File: config.mk
export PLATFORM = sky130hd
export DESIGN_NAME = axis_tx_arbiter
export DESIGN_NICKNAME = d
export VERILOG_FILES = /design/src/rtl/nfmac10g_pkg.sv /design/src/rtl/axis_tx_arbiter_rr_arbiter.sv /design/src/rtl/axis_tx_arbiter.sv
export SDC_FILE = /design/constraint.sdc
export NUM_CORES = 1
export LEC_CHECK = 0
export ABC_AREA = 1
export ABC_CLOCK_PERIOD_IN_PS = 2950
export BUFFER_PORTS_ARGS = -buffer_cell sky130_fd_sc_hd__buf_4
export CAP_MARGIN = 20
export CORE_AREA = 2 2 197 199
export DETAILED_ROUTE_END_ITERATION = 7
export DIE_AREA = 0 0 199 201
export GPL_TIMING_DRIVEN = 0
export SYNTH_ARGS = -nofsm -noshare
export SYNTH_HDL_FRONTEND = slang
export SYNTH_SLANG_ARGS = --single-unit
File: constraint.sdc
create_clock -name clk -period 2.95 [get_ports clk]
set_input_delay 0.1475 -clock clk [delete_from_list [all_inputs] [get_ports clk]]
set_output_delay 0.1475 -clock clk [all_outputs]
set_load 0.01 [all_outputs]
File: src/rtl/nfmac10g_pkg.sv
// Shared constants and FSM state type for the nfmac10g Tx AXIS arbitration path.
package nfmac10g_pkg;

    localparam int AXIS_DATA_W = 64;
    localparam int AXIS_KEEP_W = 8;
    localparam logic [AXIS_KEEP_W-1:0] KEEP_FULL = 8'hFF;

    typedef enum logic {
        ST_IDLE = 1'b0,
        ST_XFER = 1'b1
    } tx_state_e;

    // Only the final beat of a frame may be partial, and no beat may be empty.
    function automatic logic keep_bad(input logic [AXIS_KEEP_W-1:0] keep, input logic last);
        return (!last && keep != KEEP_FULL) || (keep == '0);
    endfunction

endpackage

File: src/rtl/axis_tx_arbiter_rr_arbiter.sv
// Rotating-priority encoder: first requester at or after ptr (mod NUM_PORTS), ignoring masked ports.
module rr_arbiter
    import nfmac10g_pkg::*;
#(
    parameter int NUM_PORTS = 4,
    parameter int IDX_W     = 2
) (
    input  logic [NUM_PORTS-1:0] req,
    input  logic [IDX_W-1:0]     ptr,
    input  logic [NUM_PORTS-1:0] mask,
    output logic                 hit,
    output logic [IDX_W-1:0]     idx
);

    localparam logic [IDX_W:0] NP = (IDX_W+1)'(NUM_PORTS);

    logic [NUM_PORTS-1:0] avail;
    logic [NUM_PORTS-1:0] rot;
    logic [IDX_W:0]       sum;

    assign avail = req & ~mask;
    // Rotate so that bit 0 is the port at ptr; works for any NUM_PORTS since ptr < NUM_PORTS.
    assign rot   = NUM_PORTS'({avail, avail} >> ptr);

    always_comb begin
        hit = 1'b0;
        sum = '0;
        for (int unsigned k = 0; k < NUM_PORTS; k++) begin
            if (rot[k] && !hit) begin
                hit = 1'b1;
                sum = {1'b0, ptr} + (IDX_W+1)'(k);
            end
        end
        if (sum >= NP) begin
            sum = sum - NP;
        end
        idx = sum[IDX_W-1:0];
    end

endmodule

File: src/rtl/axis_tx_arbiter.sv
// Packet-level round-robin arbiter sharing the nfmac10g Tx AXIS port among NUM_PORTS sources.
// Grant is held from first beat to tlast; per-port packet counters and a sticky tkeep error flag.
module axis_tx_arbiter
    import nfmac10g_pkg::*;
#(
    parameter int NUM_PORTS = 4,
    parameter int IDX_W     = 2,
    parameter int CNT_W     = 32
) (
    input  logic                               clk,
    input  logic                               tx_axis_aresetn,
    input  logic [NUM_PORTS*AXIS_DATA_W-1:0]   s_axis_tdata,
    input  logic [NUM_PORTS*AXIS_KEEP_W-1:0]   s_axis_tkeep,
    input  logic [NUM_PORTS-1:0]               s_axis_tvalid,
    output logic [NUM_PORTS-1:0]               s_axis_tready,
    input  logic [NUM_PORTS-1:0]               s_axis_tlast,
    input  logic [NUM_PORTS-1:0]               s_axis_tuser,
    output logic [AXIS_DATA_W-1:0]             m_axis_tdata,
    output logic [AXIS_KEEP_W-1:0]             m_axis_tkeep,
    output logic                               m_axis_tvalid,
    input  logic                               m_axis_tready,
    output logic                               m_axis_tlast,
    output logic                               m_axis_tuser,
    output logic [IDX_W-1:0]                   grant_idx,
    output logic                               grant_vld,
    output logic [NUM_PORTS*CNT_W-1:0]         pkt_cnt,
    output logic                               keep_err
);

    localparam logic [IDX_W:0] NP = (IDX_W+1)'(NUM_PORTS);

    tx_state_e            state_q;
    logic [IDX_W-1:0]     gidx_q;
    logic [IDX_W-1:0]     rr_ptr_q;
    logic [CNT_W-1:0]     cnt_q [NUM_PORTS];
    logic                 keep_err_q;

    logic                 xfer;
    logic                 beat;
    logic [IDX_W:0]       inc;
    logic [IDX_W-1:0]     nxt_ptr;
    logic [IDX_W-1:0]     arb_ptr;
    logic [NUM_PORTS-1:0] arb_mask;
    logic                 arb_hit;
    logic [IDX_W-1:0]     arb_idx;

    assign xfer    = (state_q == ST_XFER);
    assign inc     = {1'b0, gidx_q} + (IDX_W+1)'(1);
    assign nxt_ptr = (inc == NP) ? '0 : inc[IDX_W-1:0];

    // One encoder serves both paths: IDLE searches from rr_ptr, XFER pre-searches the
    // successor of the current owner (owner masked) so a tlast beat can hand over with no bubble.
    assign arb_ptr  = xfer ? nxt_ptr : rr_ptr_q;
    assign arb_mask = xfer ? (NUM_PORTS'(1) << gidx_q) : '0;

    rr_arbiter #(
        .NUM_PORTS (NUM_PORTS),
        .IDX_W     (IDX_W)
    ) u_rr (
        .req  (s_axis_tvalid),
        .ptr  (arb_ptr),
        .mask (arb_mask),
        .hit  (arb_hit),
        .idx  (arb_idx)
    );

    always_comb begin
        m_axis_tdata  = '0;
        m_axis_tkeep  = '0;
        m_axis_tvalid = 1'b0;
        m_axis_tlast  = 1'b0;
        m_axis_tuser  = 1'b0;
        s_axis_tready = '0;
        if (xfer) begin
            for (int unsigned i = 0; i < NUM_PORTS; i++) begin
                if (gidx_q == IDX_W'(i)) begin
                    m_axis_tdata     = s_axis_tdata[AXIS_DATA_W*i +: AXIS_DATA_W];
                    m_axis_tkeep     = s_axis_tkeep[AXIS_KEEP_W*i +: AXIS_KEEP_W];
                    m_axis_tvalid    = s_axis_tvalid[i];
                    m_axis_tlast     = s_axis_tlast[i];
                    m_axis_tuser     = s_axis_tuser[i];
                    s_axis_tready[i] = m_axis_tready;
                end
            end
        end
    end

    assign beat = m_axis_tvalid & m_axis_tready;

    always_ff @(posedge clk or negedge tx_axis_aresetn) begin
        if (!tx_axis_aresetn) begin
            state_q    <= ST_IDLE;
            gidx_q     <= '0;
            rr_ptr_q   <= '0;
            keep_err_q <= 1'b0;
            for (int unsigned i = 0; i < NUM_PORTS; i++) begin
                cnt_q[i] <= '0;
            end
        end else begin
            if (beat && keep_bad(m_axis_tkeep, m_axis_tlast)) begin
                keep_err_q <= 1'b1;
            end
            case (state_q)
                ST_IDLE: begin
                    if (arb_hit) begin
                        gidx_q  <= arb_idx;
                        state_q <= ST_XFER;
                    end
                end
                ST_XFER: begin
                    if (beat && m_axis_tlast) begin
                        cnt_q[gidx_q] <= cnt_q[gidx_q] + CNT_W'(1);
                        rr_ptr_q      <= nxt_ptr;
                        if (arb_hit) begin
                            gidx_q <= arb_idx;
                        end else begin
                            state_q <= ST_IDLE;
                        end
                    end
                end
                default: state_q <= ST_IDLE;
            endcase
        end
    end

    always_comb begin
        pkt_cnt = '0;
        for (int unsigned i = 0; i < NUM_PORTS; i++) begin
            pkt_cnt[CNT_W*i +: CNT_W] = cnt_q[i];
        end
    end

    assign grant_idx = gidx_q;
    assign grant_vld = xfer;
    assign keep_err  = keep_err_q;

endmodule
==> metrics.yaml <==
die:
  initial_utilization: 0.272
  io_pins: 514
  core_area_um2: 38100
  die-area_um2: 40000
  die_w_um: 199
  die_y_um: 201
  placement_rows: 72
yosys:
  synth_cells: 1678
  ys_warn_count: 0
  ys_seq_elements: 134
  synth_nets: 1986
  synth.distinct_cells: 37
  synth_area_per_cell_um2: 6.17
  synth_area_um2: 10400
  synth-seq-area-share: 0.324
clock_network:
  cts_made_buffers: 17
  root_buffer: "clkbuf_16"
  clock-sinks: 134
  h-tree-depth: 4
  path_clk_slew_ns: 0.06
  worstSkewPairLatency_ns: 0.44
  clockBufferDepth: 2
  cts_tree: "built"
sta:
  timing.final.crit_share: 0.973
  worst_slew_pin_slew_ns: 0.720
  maxSlewViolCount: 0
  slew_headroom: 0.520
  fin_skew_ns: 0.00819
  finalHoldViolations: 0
  tns_ns: 0
  timing.final.ws_setup_ns: 0.0809
  finalCriticalPeriod_ns: 2.87
  rsz0062_at_grt: "true"
  fmax_ghz: 0.349
  finalSetupViolCount: 0
pwr:
  power.share.clock: 0.129
  p_leak_nw: 8.57
  power_frac_comb: 0.695
  vdd_drop_max_uv: 536
  intPower_mw: 7.92
  power_switching_mw: 8.15
  seqPwrFrac: 0.177
  switching_share: 0.507
  pwr_density_cell_nw_per_um2: 997
placed_design:
  hpwl_um: 54700
  place_ws_ns: -0.975
  port_buffers: 513
  gp_congestion: 0.993
  postPlaceCellArea_um2: 14900
setup_path:
  path_class: "register to primary output"
  start_kind: "register"
  critical_path_arrival_ns: 2.72
  crit_fanout: 10
  slowest_delay_ns: 0.39
  end_kind: "primary output"
  cp.required_ns: 2.80
  cp_cell_sequence: "buf_6 > inv_6 > buf_12 > ha_4 > clkinv_4 > clkbuf_8 > clkbuf_8 > clkbuf_4 > nand2_1 > o21ai_1 > a21oi_2 > buf_4"
  crit_path_frequent_cell: "clkbuf_8"
  critPathSlowestCell: "dfrtp_1"
global_routing:
  grt_max_degree: 93
  grt_remaining_overflow: 0
  grt_pass1_vias: 13500
  track_usage: 0.328
  antenna_found_initial: 28
  grt_pass1_wl_um: 94300
layout:
  final_layout_size_suffix_gt1_frac: 0.320
  fin_area_um2: 16100
  nFillCells: 4095
  area_growth_pct: 55.7
  num-nets-final: 2533
  finalCoreUtilization: 0.423
route:
  drc: 0
  wl_per_cell_um: 24.0
  dr.pass1.iters: 5
  wirelength_um: 66800
  vias: 14100
  drt-initial-drc-count: 1069
  antenna_left: 0
  via_per_inst: 5.07
job:
  drv_cap: 0
hold_path:
  hold_path.class: "input pin to async pin"
outcome:
  status: "finished clean"
==> worst max-delay path: cells and delay by family (launching register included) <==
kind            cells  cell delay [ns]
simple gates        1             0.09
flops               1             0.39
buf+inv             8             1.22
compound gates      2             0.40
fa+ha+maj           1             0.16
==> flip-flops by register name, indices dropped and copies added (netlist names) <==
signal,flops
grant_vld,1
grant_idx,2
rr_ptr_q,2
pkt_cnt,128
keep_err,1
==> metal layers <==
metal | vias up | GRT usage | share of wire
li1 | 6586 | - | -
met1 | 6710 | 0.372 | 0.37
met2 | 664 | 0.558 | 0.50
met3 | 145 | 0.0712 | 0.075
met4 | 6 | 0.200 | 0.051
met5 | - | 0 | 0.00054
==> power by group through the flow <==
stage / Clock [mW] / Sequential [mW] / Combinational [mW]
after floorplan: 0 / 2.91 / 5.27
after global placement: 0 / 2.86 / 10.3
after detailed placement: 0 / 2.86 / 10.3
after CTS: 2.09 / 2.83 / 11.0
after global routing: 2.17 / 2.91 / 12.0
final: 2.07 / 2.84 / 11.2
==> stage by stage <==
| stage | power, mW | hold WS, ns | instances |
|---|---|---|---|
| 3_3_place_gp | 13.1 | 0.456 | 2709 |
| 5_1_grt | 17.1 | 0.245 | 2782 |
| 6_report | 16.1 | 0.193 | 2782 |
| 4_1_cts | 15.9 | 0.199 | 2757 |
| 2_1_floorplan | 8.18 | -0.148 | 1678 |
| 3_5_place_dp | 13.2 | 0.102 | 2710 |
==> kinds of logic (layout without fill, tap and decap cells) <==
logic type	Yosys count	in the layout	share of synthesized area
flip-flops	134	134	0.324
buffers and inverters	172	732	0.0734
AND/OR/NAND/NOR	1042	1042	0.406
AO/OA/AOI/OAI	310	310	0.175
XOR/XNOR	15	15	0.0156
other	0	26	0
adder cells (fa/ha/maj)	5	5	0.00604
==> cell usage in the layout (no fill, tap or decap), drive strengths merged, types with 3 or more instances in the layout <==
master and count:
clkinv 7, o31ai 16, dfrtp 134, nand4 6
clkbuf 77, o21ai 150, a22oi 49, nand2 813
buf 576, nor2 101, inv 65, diode 26
ha 5, o211ai 7, xor2 14, or2 3
nand3 115, a21oi 69, clkinvlp 3, a221oi 16
==> cell usage after synthesis <==
library cell,count,area share
a21oi_1,69,0.033
or2_2,3,0.0018
inv_6,1,0.00085
nand2_2,14,0.0085
xor2_2,4,0.0063
ha_1,5,0.0060
nand3_2,1,0.00097
nor2_8,1,0.0019
clkinv_1,3,0.0011
buf_4,11,0.0080
a21boi_0,2,0.0014
clkbuf_1,52,0.019
nand2_1,799,0.29
a221oi_1,16,0.014
nand4_1,6,0.0036
o211ai_1,7,0.0051
buf_6,5,0.0054
a22oi_1,49,0.036
o21ai_2,3,0.0025
nor2_1,87,0.032
xnor2_1,1,0.00085
xor2_1,10,0.0085
nand2b_1,1,0.00060
o31ai_1,16,0.012
nor2_4,6,0.0065
nand3b_1,1,0.00073
inv_1,55,0.020
o21ai_0,135,0.065
buf_1,12,0.0044
a32oi_1,1,0.00085
nor3_1,2,0.00097
buf_2,24,0.012
nand3_1,114,0.055
inv_2,9,0.0033
dfrtp_1,134,0.32
nor2_2,7,0.0042
o21ai_1,12,0.0058
==> final cells by class <==
class,instances,area (µm²),area share
Tap cell,518,648,0.0402
Multi-Input combinational cell,1372,6450,0.400
Antenna cell,26,65.1,0.00404
Clock inverter,8,72.6,0.00450
Buffer,102,698,0.0433
Clock buffer,24,492,0.0305
Timing Repair Buffer,530,4060,0.252
Sequential cell,134,3350,0.208
Inverter,68,280,0.0174
==> final timing paths <==
path                       cells past startpoint                startpoint  slack, ns                        to
setup / recovery                              12  grant_idx[0]$_DFFE_PN0P_       0.08          m_axis_tdata[14]
max in group asynchronous                      3           tx_axis_aresetn       1.93  grant_idx[1]$_DFFE_PN0P_
setup reg to reg                              15  grant_idx[1]$_DFFE_PN0P_       0.15   pkt_cnt[17]$_DFFE_PN0P_
hold / removal                                 2           tx_axis_aresetn       0.19   pkt_cnt[93]$_DFFE_PN0P_
hold reg to reg                                2      keep_err$_DFFE_PN0P_       0.47      keep_err$_DFFE_PN0P_
min in group clk                               8          s_axis_tkeep[26]       0.27      keep_err$_DFFE_PN0P_
==> what timing repair did <==
action	4_1_cts	5_1_grt
hold endpoints to repair	42	0
cloned	2	0
pin swaps	9	6
endpoints found under the setup margin	210	126
setup buffers	13	0
hold buffers	1	0
resized for setup	109	42
No activity file was read; power rests on OpenSTA's default activity.
